===== src/rtl/timekeeper_hms_if.sv =====
// rtl/timekeeper_hms_if.sv - time-load bus between a time source and the timekeeper
interface timekeeper_hms_if;
   logic       load;
   logic [4:0] load_h;
   logic [5:0] load_m;
   logic [5:0] load_s;
   logic       load_err;

   modport master (output load, load_h, load_m, load_s, input load_err);
   modport slave  (input load, load_h, load_m, load_s, output load_err);
endinterface


===== src/rtl/timekeeper_hms.sv =====
// rtl/timekeeper_hms.sv - hh:mm:ss timekeeper with prescaler, adjust keys, load and 12/24 h display
module timekeeper_hms #(
   parameter int TICK_DIV = 50000000,
   parameter int ADJ_DIV  = 25000000
) (
   input  logic                   clk,
   input  logic                   rst,
   input  logic                   enable,
   input  logic                   adj_min,
   input  logic                   adj_hr,
   input  logic                   mode12,
   timekeeper_hms_if.slave        ld,
   output logic [3:0]             h_tens,
   output logic [3:0]             h_ones,
   output logic [3:0]             m_tens,
   output logic [3:0]             m_ones,
   output logic [3:0]             s_tens,
   output logic [3:0]             s_ones,
   output logic                   pm,
   output logic                   tick,
   output logic                   hour_strobe
);
   localparam int PW = (TICK_DIV > 2) ? $clog2(TICK_DIV) : 1;
   localparam int AW = (ADJ_DIV > 2) ? $clog2(ADJ_DIV) : 1;
   localparam logic [PW-1:0] PRESC_MAX = PW'(TICK_DIV - 1);
   localparam logic [AW-1:0] REP_MAX   = AW'(ADJ_DIV - 1);

   logic [4:0]    hour_q, hour_d;
   logic [5:0]    min_q, min_d, sec_q, sec_d;
   logic [PW-1:0] presc_q, presc_d, presc_run;
   logic [AW-1:0] rep_q, rep_d;
   logic          min_key_q, hr_key_q;
   logic          tick_q, hs_q, err_q;
   logic          tick_d, hs_d, err_d;

   logic          wrap, any_key, key_rise, rep_done, step, load_ok;
   logic          sec_wrap, min_wrap, hour_carry;
   logic [5:0]    sec_tick, min_tick, min_inc;
   logic [4:0]    hour_inc, disp_hour;

   // the tick wraps the prescaler; keys step on a fresh press or on repeat-counter expiry
   assign wrap     = enable && (presc_q == PRESC_MAX);
   assign any_key  = adj_min || adj_hr;
   assign key_rise = (adj_min && !min_key_q) || (adj_hr && !hr_key_q);
   assign rep_done = (rep_q == REP_MAX);
   assign step     = key_rise || (any_key && rep_done);
   assign load_ok  = (ld.load_h < 5'd24) && (ld.load_m < 6'd60) && (ld.load_s < 6'd60);

   assign sec_wrap   = (sec_q == 6'd59);
   assign min_wrap   = (min_q == 6'd59);
   assign hour_carry = sec_wrap && min_wrap;
   assign sec_tick   = sec_wrap ? 6'd0 : sec_q + 6'd1;
   assign min_inc    = min_wrap ? 6'd0 : min_q + 6'd1;
   assign min_tick   = sec_wrap ? min_inc : min_q;
   assign hour_inc   = (hour_q == 5'd23) ? 5'd0 : hour_q + 5'd1;
   assign presc_run  = enable ? (wrap ? '0 : presc_q + PW'(1)) : presc_q;

   // next-state: priority load > adjust step > tick
   always_comb begin
      hour_d  = hour_q;
      min_d   = min_q;
      sec_d   = sec_q;
      presc_d = presc_run;
      rep_d   = rep_q;
      hs_d    = 1'b0;
      err_d   = 1'b0;

      if (key_rise || !any_key) begin
         rep_d = '0;
      end else begin
         rep_d = rep_done ? '0 : rep_q + AW'(1);
      end

      if (ld.load) begin
         if (load_ok) begin
            hour_d  = ld.load_h;
            min_d   = ld.load_m;
            sec_d   = ld.load_s;
            presc_d = '0;
         end else begin
            err_d = 1'b1;
         end
      end else if (step) begin
         // a minute step swallows any coincident tick; an hour step keeps the
         // tick's second/minute advance but drops its carry into the hour
         if (adj_min) begin
            min_d   = min_inc;
            sec_d   = 6'd0;
            presc_d = '0;
         end else if (wrap) begin
            sec_d = sec_tick;
            min_d = min_tick;
         end
         if (adj_hr) begin
            hour_d = hour_inc;
         end
      end else if (wrap) begin
         sec_d = sec_tick;
         min_d = min_tick;
         if (hour_carry) begin
            hour_d = hour_inc;
            hs_d   = 1'b1;
         end
      end

      tick_d = (presc_d == PRESC_MAX) && (presc_q != PRESC_MAX);
   end

   // state and pulse registers
   always_ff @(posedge clk) begin
      if (rst) begin
         hour_q    <= '0;
         min_q     <= '0;
         sec_q     <= '0;
         presc_q   <= '0;
         rep_q     <= '0;
         min_key_q <= 1'b0;
         hr_key_q  <= 1'b0;
         tick_q    <= 1'b0;
         hs_q      <= 1'b0;
         err_q     <= 1'b0;
      end else begin
         hour_q    <= hour_d;
         min_q     <= min_d;
         sec_q     <= sec_d;
         presc_q   <= presc_d;
         rep_q     <= rep_d;
         min_key_q <= adj_min;
         hr_key_q  <= adj_hr;
         tick_q    <= tick_d;
         hs_q      <= hs_d;
         err_q     <= err_d;
      end
   end

   assign tick        = tick_q;
   assign hour_strobe = hs_q;
   assign ld.load_err = err_q;

   function automatic logic [7:0] to_bcd(input logic [5:0] v);
      logic [3:0] t;
      logic [5:0] r;
      t = 4'd0;
      r = v;
      for (int i = 0; i < 5; i++) begin
         if (r >= 6'd10) begin
            r = r - 6'd10;
            t = t + 4'd1;
         end
      end
      return {t, r[3:0]};
   endfunction

   // display hour: 0 shows as 12 and afternoon hours fold down in 12 h mode
   always_comb begin
      disp_hour = hour_q;
      if (mode12) begin
         if (hour_q == 5'd0) begin
            disp_hour = 5'd12;
         end else if (hour_q > 5'd12) begin
            disp_hour = hour_q - 5'd12;
         end
      end
   end

   assign {h_tens, h_ones} = to_bcd({1'b0, disp_hour});
   assign {m_tens, m_ones} = to_bcd(min_q);
   assign {s_tens, s_ones} = to_bcd(sec_q);
   assign pm = mode12 && (hour_q >= 5'd12);
endmodule


===== src/flat_wrapper.sv =====
// flat-port wrapper written by rule: the top's interface ports become plain ports
module timekeeper_hms_flat 
#(
   parameter int TICK_DIV = 50000000,
   parameter int ADJ_DIV  = 25000000
)
  (clk, rst, enable, adj_min, adj_hr, mode12, h_tens, h_ones, m_tens, m_ones, s_tens, s_ones, pm, tick, hour_strobe, ld_load, ld_load_h, ld_load_m, ld_load_s, ld_load_err);
  timekeeper_hms_if ld_i ();
  input  logic clk;
  input  logic rst;
  input  logic enable;
  input  logic adj_min;
  input  logic adj_hr;
  input  logic mode12;
  output logic [3:0] h_tens;
  output logic [3:0] h_ones;
  output logic [3:0] m_tens;
  output logic [3:0] m_ones;
  output logic [3:0] s_tens;
  output logic [3:0] s_ones;
  output logic pm;
  output logic tick;
  output logic hour_strobe;
  input wire logic [$bits(ld_i.load)-1:0] ld_load;
  input wire logic [$bits(ld_i.load_h)-1:0] ld_load_h;
  input wire logic [$bits(ld_i.load_m)-1:0] ld_load_m;
  input wire logic [$bits(ld_i.load_s)-1:0] ld_load_s;
  output wire logic [$bits(ld_i.load_err)-1:0] ld_load_err;
  assign ld_i.load = ld_load;
  assign ld_i.load_h = ld_load_h;
  assign ld_i.load_m = ld_load_m;
  assign ld_i.load_s = ld_load_s;
  assign ld_load_err = ld_i.load_err;
  timekeeper_hms #(.TICK_DIV(TICK_DIV), .ADJ_DIV(ADJ_DIV)) u_core (.clk(clk), .rst(rst), .enable(enable), .adj_min(adj_min), .adj_hr(adj_hr), .mode12(mode12), .ld(ld_i), .h_tens(h_tens), .h_ones(h_ones), .m_tens(m_tens), .m_ones(m_ones), .s_tens(s_tens), .s_ones(s_ones), .pm(pm), .tick(tick), .hour_strobe(hour_strobe));
endmodule

===== config.mk =====
export PLATFORM = sky130hd
export DESIGN_NAME = timekeeper_hms_flat
export DESIGN_NICKNAME = d
export VERILOG_FILES = /design/src/rtl/timekeeper_hms_if.sv /design/src/rtl/timekeeper_hms.sv /design/src/flat_wrapper.sv
export SDC_FILE = /design/constraint.sdc
export NUM_CORES = 1
export LEC_CHECK = 0
export ABC_CLOCK_PERIOD_IN_PS = 20700
export CORE_MARGIN = 1
export CORE_UTILIZATION = 35
export CTS_BUF_LIST = sky130_fd_sc_hd__clkbuf_4
export CTS_CLUSTER_SIZE = 10
export DETAILED_ROUTE_END_ITERATION = 8
export PLACE_DENSITY_LB_ADDON = 0.12
export SYNTH_ARGS = -nofsm -noshare
export SYNTH_HDL_FRONTEND = slang
export SYNTH_SLANG_ARGS = --single-unit

===== constraint.sdc =====
create_clock -name clk -period 20.7 [get_ports clk]
set_input_delay 6.21 -clock clk [delete_from_list [all_inputs] [get_ports clk]]
set_output_delay 6.21 -clock clk [all_outputs]
set_load 0.005 [all_outputs]

After elaboration in Yosys (flattened, before gate mapping):

Cells that the tools add are included.

* bits in registers: 73
* bits of input ports: 24
* output and inout port bits: 28
* word-level logic and storage cells: 158

* add/subtract/negate cells: 33
* order comparisons: 20
* equal/unequal tests: 9
* muxes and demuxes: 61
* bitwise gates (word level): 2
* reductions and logical operators: 23

Operators with widths (number)
* $mux 26: 6
* $mux 6: 25
* $ge 6x4->1 const B: 14
* $sub 6x4->6 const B: 11
* $mux 4: 15
* $eq 26x26->1 const B: 2
* $mux 5: 10
* $add 4x1->4 const B: 9
* $add 26x1->26 const B: 1
* $ne 26x26->1 const B: 1
* $add 25x1->25 const B: 1
* $eq 25x25->1 const B: 1
* $add 6x1->6 const B: 2
* $eq 6x6->1 const B: 2
* $lt 6x6->1 const B: 2
* $sub 4x4->4 const B: 3
* $ge 5x4->1 const B: 2
* $logic_and 1x1->1: 9
* $add 1x1->2 const B: 3
* $reduce_bool 3->1: 2
* $sub 5x4->6 const B: 1
* $add 5x1->5 const B: 1
* $eq 5x5->1 const B: 1
* $gt 5x4->1 const B: 1
* 13 further kinds: 23

Logic depth before layout (Yosys ltp):

Gate-level depths: netlist of run 1.

* depth after elaboration: 14
* mapped depth: 35
* gate-level depth less buffers: 32

Worst setup path before layout of run 1:

No wires, ideal clock.

* kind: input to output
* start point: input mode12
* end point: output h_ones[3]
* data arrival time: 9.879 ns
* required time: 14.490 ns
* slack: 4.611 ns
* cell stages on the path: 21
* path buffers: 1
* cells stage by stage: nand4b_1 o21ai_1 nor2_1 nor2_1 inv_1 nand2_1 xor2_1 ha_1 nand2b_1 nor2_1 a21boi_0 o22a_1 o21ai_1 nor2b_1 clkbuf_1 nand2b_1 inv_1 ha_1 mux2_2 ha_1 a221oi_1

* longest elaborated chain between the ends: 11
* elaborated cells on any way between the ends: 16
* classes of those cells: 5 x add/sub; 5 x order compare; 6 x mux

RTL lines
* start: declaration: RTL line flat_wrapper.sv:14 `input logic mode12;`
* $mux 5 *: RTL line timekeeper_hms.sv:157 `if (mode12) begin`
* $sub 5x4->6 or $ge 5x4->1 (tied branches): RTL line timekeeper_hms.sv:147, timekeeper_hms.sv:146
* $mux 6 *: RTL line timekeeper_hms.sv:146 `if (r >= 6'd10) begin`
* $sub 6x4->6 or $ge 6x4->1 (tied branches): RTL line timekeeper_hms.sv:147, timekeeper_hms.sv:146
* $mux 6 *: RTL line timekeeper_hms.sv:146
* $sub 6x4->6 or $ge 6x4->1 (tied branches): RTL line timekeeper_hms.sv:147, timekeeper_hms.sv:146
* $mux 6 *: RTL line timekeeper_hms.sv:146
* $sub 6x4->6 or $ge 6x4->1 (tied branches): RTL line timekeeper_hms.sv:147, timekeeper_hms.sv:146
* $mux 6 *: RTL line timekeeper_hms.sv:146
* $ge 6x4->1 or $sub 4x4->4 (tied branches): RTL line timekeeper_hms.sv:146, timekeeper_hms.sv:147
* $mux 4 *: RTL line timekeeper_hms.sv:146
* end: declaration: RTL line flat_wrapper.sv:16 `output logic [3:0] h_ones;`

Mark *: on every way between the ends. The rest lies on a longest branch, timed or not.

Worst setup path after layout of run 1:

Same ends and word-level chain as after synthesis.

==> out/qor.json, run 1 <==
{
  "sta": {
    "fin_crit_sh": 0.859,
    "finalSetupViolCount": 0,
    "slew-limit-headroom": 0.434,
    "finalCriticalPeriod_ps": 17790,
    "rsz0062_at_grt": "false",
    "smallest_setup_slack_after_layout_ps": 2910,
    "setup_total_neg_slack_ps": 0,
    "peak_clock_frequency_supported_by_timing_mhz": 56.2,
    "max_slew.worst_pin.slew_ps": 849,
    "finalMaxSlewViolations": 0,
    "final-hold-violation-count": 0,
    "clock-skew-final_ps": 20.7
  },
  "route": {
    "routed-via-count": 6399,
    "drt_pass1_iterations": 4,
    "wl_microns": 16200,
    "detail_route.drc_violations": 0,
    "vias_per_cell": 5.23,
    "final_antenna_net_count": 0,
    "average_wire_length_per_cell_after_detail_routing_microns": 13.2,
    "drt_iter0_markers": 265
  },
  "die": {
    "die_area_sq_um": 20500,
    "dieWidth_microns": 143,
    "ios": 52,
    "num_rows": 51,
    "fp.coreArea_sq_um": 19500,
    "start_util": 0.358,
    "die_height_microns": 143
  },
  "synth": {
    "synth_async_sr_flop_share": 0,
    "ys_types": 93,
    "syn_area_per_cell_sq_um": 7.46,
    "synth_seq_cells": 73,
    "synthTopCellsByArea": "sky130_fd_sc_hd__dfxtp_1 (21%), sky130_fd_sc_hd__ha_1 (7.9%), sky130_fd_sc_hd__nor2_1 (6.7%)",
    "synthFlopType": "sky130_fd_sc_hd__dfxtp_1",
    "postSynthCellCount": 934,
    "ys_warns": 0,
    "synth.largest_area_cell": "sky130_fd_sc_hd__dfxtp_1",
    "post_synth_instance_area_sq_um": 6970,
    "synth-edff-count": 0,
    "synth.top_cell.area_share": 0.210,
    "postSynthNetCount": 1002,
    "synth_seq_area_share": 0.210
  },
  "finish": {
    "layout-area-overhead-vs-synth_pct": 10.5,
    "fraction_of_layout_cells_with_a_size_suffix_above_1": 0.0521,
    "most-common-layout-cells": "sky130_fd_sc_hd__nor2_1 (124), sky130_fd_sc_hd__nand2_1 (91), sky130_fd_sc_hd__dfxtp_1 (73), sky130_fd_sc_hd__clkdlybuf4s50_1 (51), sky130_fd_sc_hd__inv_1 (45)",
    "layout_commonest_cell": "sky130_fd_sc_hd__nor2_1",
    "antenna_cells": 0,
    "final_nets": 1022
  },
  "worst_setup_path": {
    "crit_path_max_fanout": 9,
    "category_of_the_worst_setup_path_capture_point": "primary output",
    "critPathMaxStageDelay_ps": 580,
    "worstPathRequired_ps": 14490,
    "timing.critical_path.max_delay_family": "simple AND/OR/NAND/NOR gates",
    "cp.buffers_inverters": 4,
    "worstPathArrival_ps": 11580,
    "start_kind": "input port",
    "critical_path.cell_chain": "clkdlybuf4s50_1, nand4b_1, o21ai_1, nor2_1, nor2_1, inv_1, nand2_1, xor2_1, ha_1, nand2b_1, nor2_1, a21boi_0, o22a_1, o21ai_1, nor2b_1, nand2b_1, inv_1, ha_1, mux2_2, ha_1, a221oi_1, clkdlybuf4s50_1",
    "crit_slowest_cell": "sky130_fd_sc_hd__nor2b_1",
    "critPathKind": "in2out"
  },
  "placed_design": {
    "total_of_buffers_placed_on_input_and_output_ports": 51,
    "routabilityCongestion": 0.807,
    "place.detailed.hpwl_microns": 12100,
    "worst_slack_at_placement_ps": 2880
  },
  "cts": {
    "post_cts_hold_buffer_count": 0,
    "cts.reportedPaths.clkPinSlew_ps": 100,
    "cts_tree": "built",
    "clock-sinks": 73,
    "cts_setup_buffers": 0,
    "cts_buffers": 9,
    "cts-root-to-sink-buffers": 2,
    "postCtsResizedCells": 0,
    "htree_levels": 3,
    "later_pin_clock_latency_in_the_skew_report_ps": 430,
    "cts_root_buffer": "sky130_fd_sc_hd__clkbuf_4"
  },
  "grt": {
    "groute.usage.overall": 0.164,
    "global_route_wire_length_before_repair_microns": 27800,
    "grt_pass1_vias": 5957,
    "antenna_found_initial": 0,
    "grt_max_degree": 34,
    "grt_overflow": 0
  },
  "hold_path": {
    "hold_path_class": "reg2reg"
  },
  "outcome": {
    "run_status": "complete, no violations"
  },
  "power": {
    "power.density_nw_per_um2": 105,
    "cellLeakagePower_nw": 2.82,
    "peakVddDrop_mv": 0.126
  },
  "run": {
    "maxCapViolCount": 0
  }
}
## worst reg2reg max path, delay by kind of cell, from the launching register on
family | cells | cell delay (ps)
simple gates | 7 | 2690
buf+inv | 1 | 70
flops | 1 | 360
## cell type report
| type | instances | area [sq um] |
|---|---|---|
| inverter | 47 | 176 |
| timing repair buffer | 53 | 526 |
| clock inverter | 5 | 22.5 |
| tap | 265 | 332 |
| clock buffer | 11 | 82.6 |
| fill | 2120 | 11800 |
| sequential | 73 | 1460 |
| multi-input combinational | 770 | 5100 |
## flip-flops by register name, summed over array words and instances, names as in the netlist
register            flops
u_core.min_key_q        1
u_core.min_q            6
u_core.hr_key_q         1
u_core.rep_q           25
u_core.hour_q           5
u_core.hour_strobe      1
u_core.presc_q         26
u_core.ld.load_err      1
u_core.tick             1
u_core.sec_q            6
## cells in the mapped netlist (all sizes together), types with 10 or more instances
cell    number
xnor2       41
mux2i       14
a211oi      12
nand2       91
a21oi       43
nor2b       13
o21a        14
a22oi       10
nor3        29
inv         47
xor2        41
nand2b      15
dfxtp       73
clkbuf      30
o21ai       47
and3        17
nand4       13
ha          44
nand3       44
nor2       124
buf         14
## through the flow
step | area (sq um) | std cells | power [mW] | hold WS (ps) | util
final | 7700 | 1224 | 0.812 | 472 | 0.396
after global routing | 7700 | 1224 | 0.902 | 518 | 0.396
after detailed placement | 7590 | 1208 | 0.741 | 456 | 0.390
after CTS | 7700 | 1224 | 0.824 | 482 | 0.396
after floorplan | 6970 | 934 | 0.547 | 426 | -
after global placement | 7590 | 1208 | 0.742 | 444 | 0.390
## kinds of logic after synthesis
kind of cell	synth area share
mux	0.0320
flops	0.210
xor+xnor	0.107
fa+ha+maj	0.0790
simple gates	0.296
compound gates	0.218
buf+inv	0.0585
## where the power goes
group | total (mW) | leakage, nW | switching [mW] | internal (mW)
clock network | 0.0751 | 0.0655 | 0.0490 | 0.0261
registers | 0.152 | 0.592 | 0.00864 | 0.143
logic | 0.585 | 2.16 | 0.280 | 0.305
## metal layers
layer | wire length [microns] | share of wire | up-vias | track usage
met4 | 53 | 0.0033 | 0 | 0.0255
met2 | 6880 | 0.43 | 98 | 0.258
met1 | 8590 | 0.53 | 2919 | 0.231
met5 | 0 | 0 | - | 0
li1 | - | - | 3378 | -
met3 | 626 | 0.039 | 4 | 0.0345
## worst paths after layout
| check | start | slack [ps] | cells after the start | to |
|---|---|---|---|---|
| max | mode12 | 2910 | 22 | h_ones[3] |
| min | u_core.rep_q[0] | 470 | 1 | u_core.rep_q[0] |
| max reg2reg | u_core.presc_q[12] | 17490 | 8 | u_core.tick |
| min reg2reg | u_core.rep_q[0] | 470 | 1 | u_core.rep_q[0] |
Power figures use the tool's default switching activity.
==> inputs of run 2 (changes only) <==
Settings changed: SETUP_SLACK_MARGIN set to 0.15, SKIP_LAST_GASP set to 1.
==> results of run 2 <==
Final layout, timing and power as in run 1 (identical DEF).
==> inputs of run 3 (changes only) <==
Settings changed: SLEW_MARGIN set to 10.
==> results of run 3 <==
Final layout, timing and power as in run 1 (identical DEF).
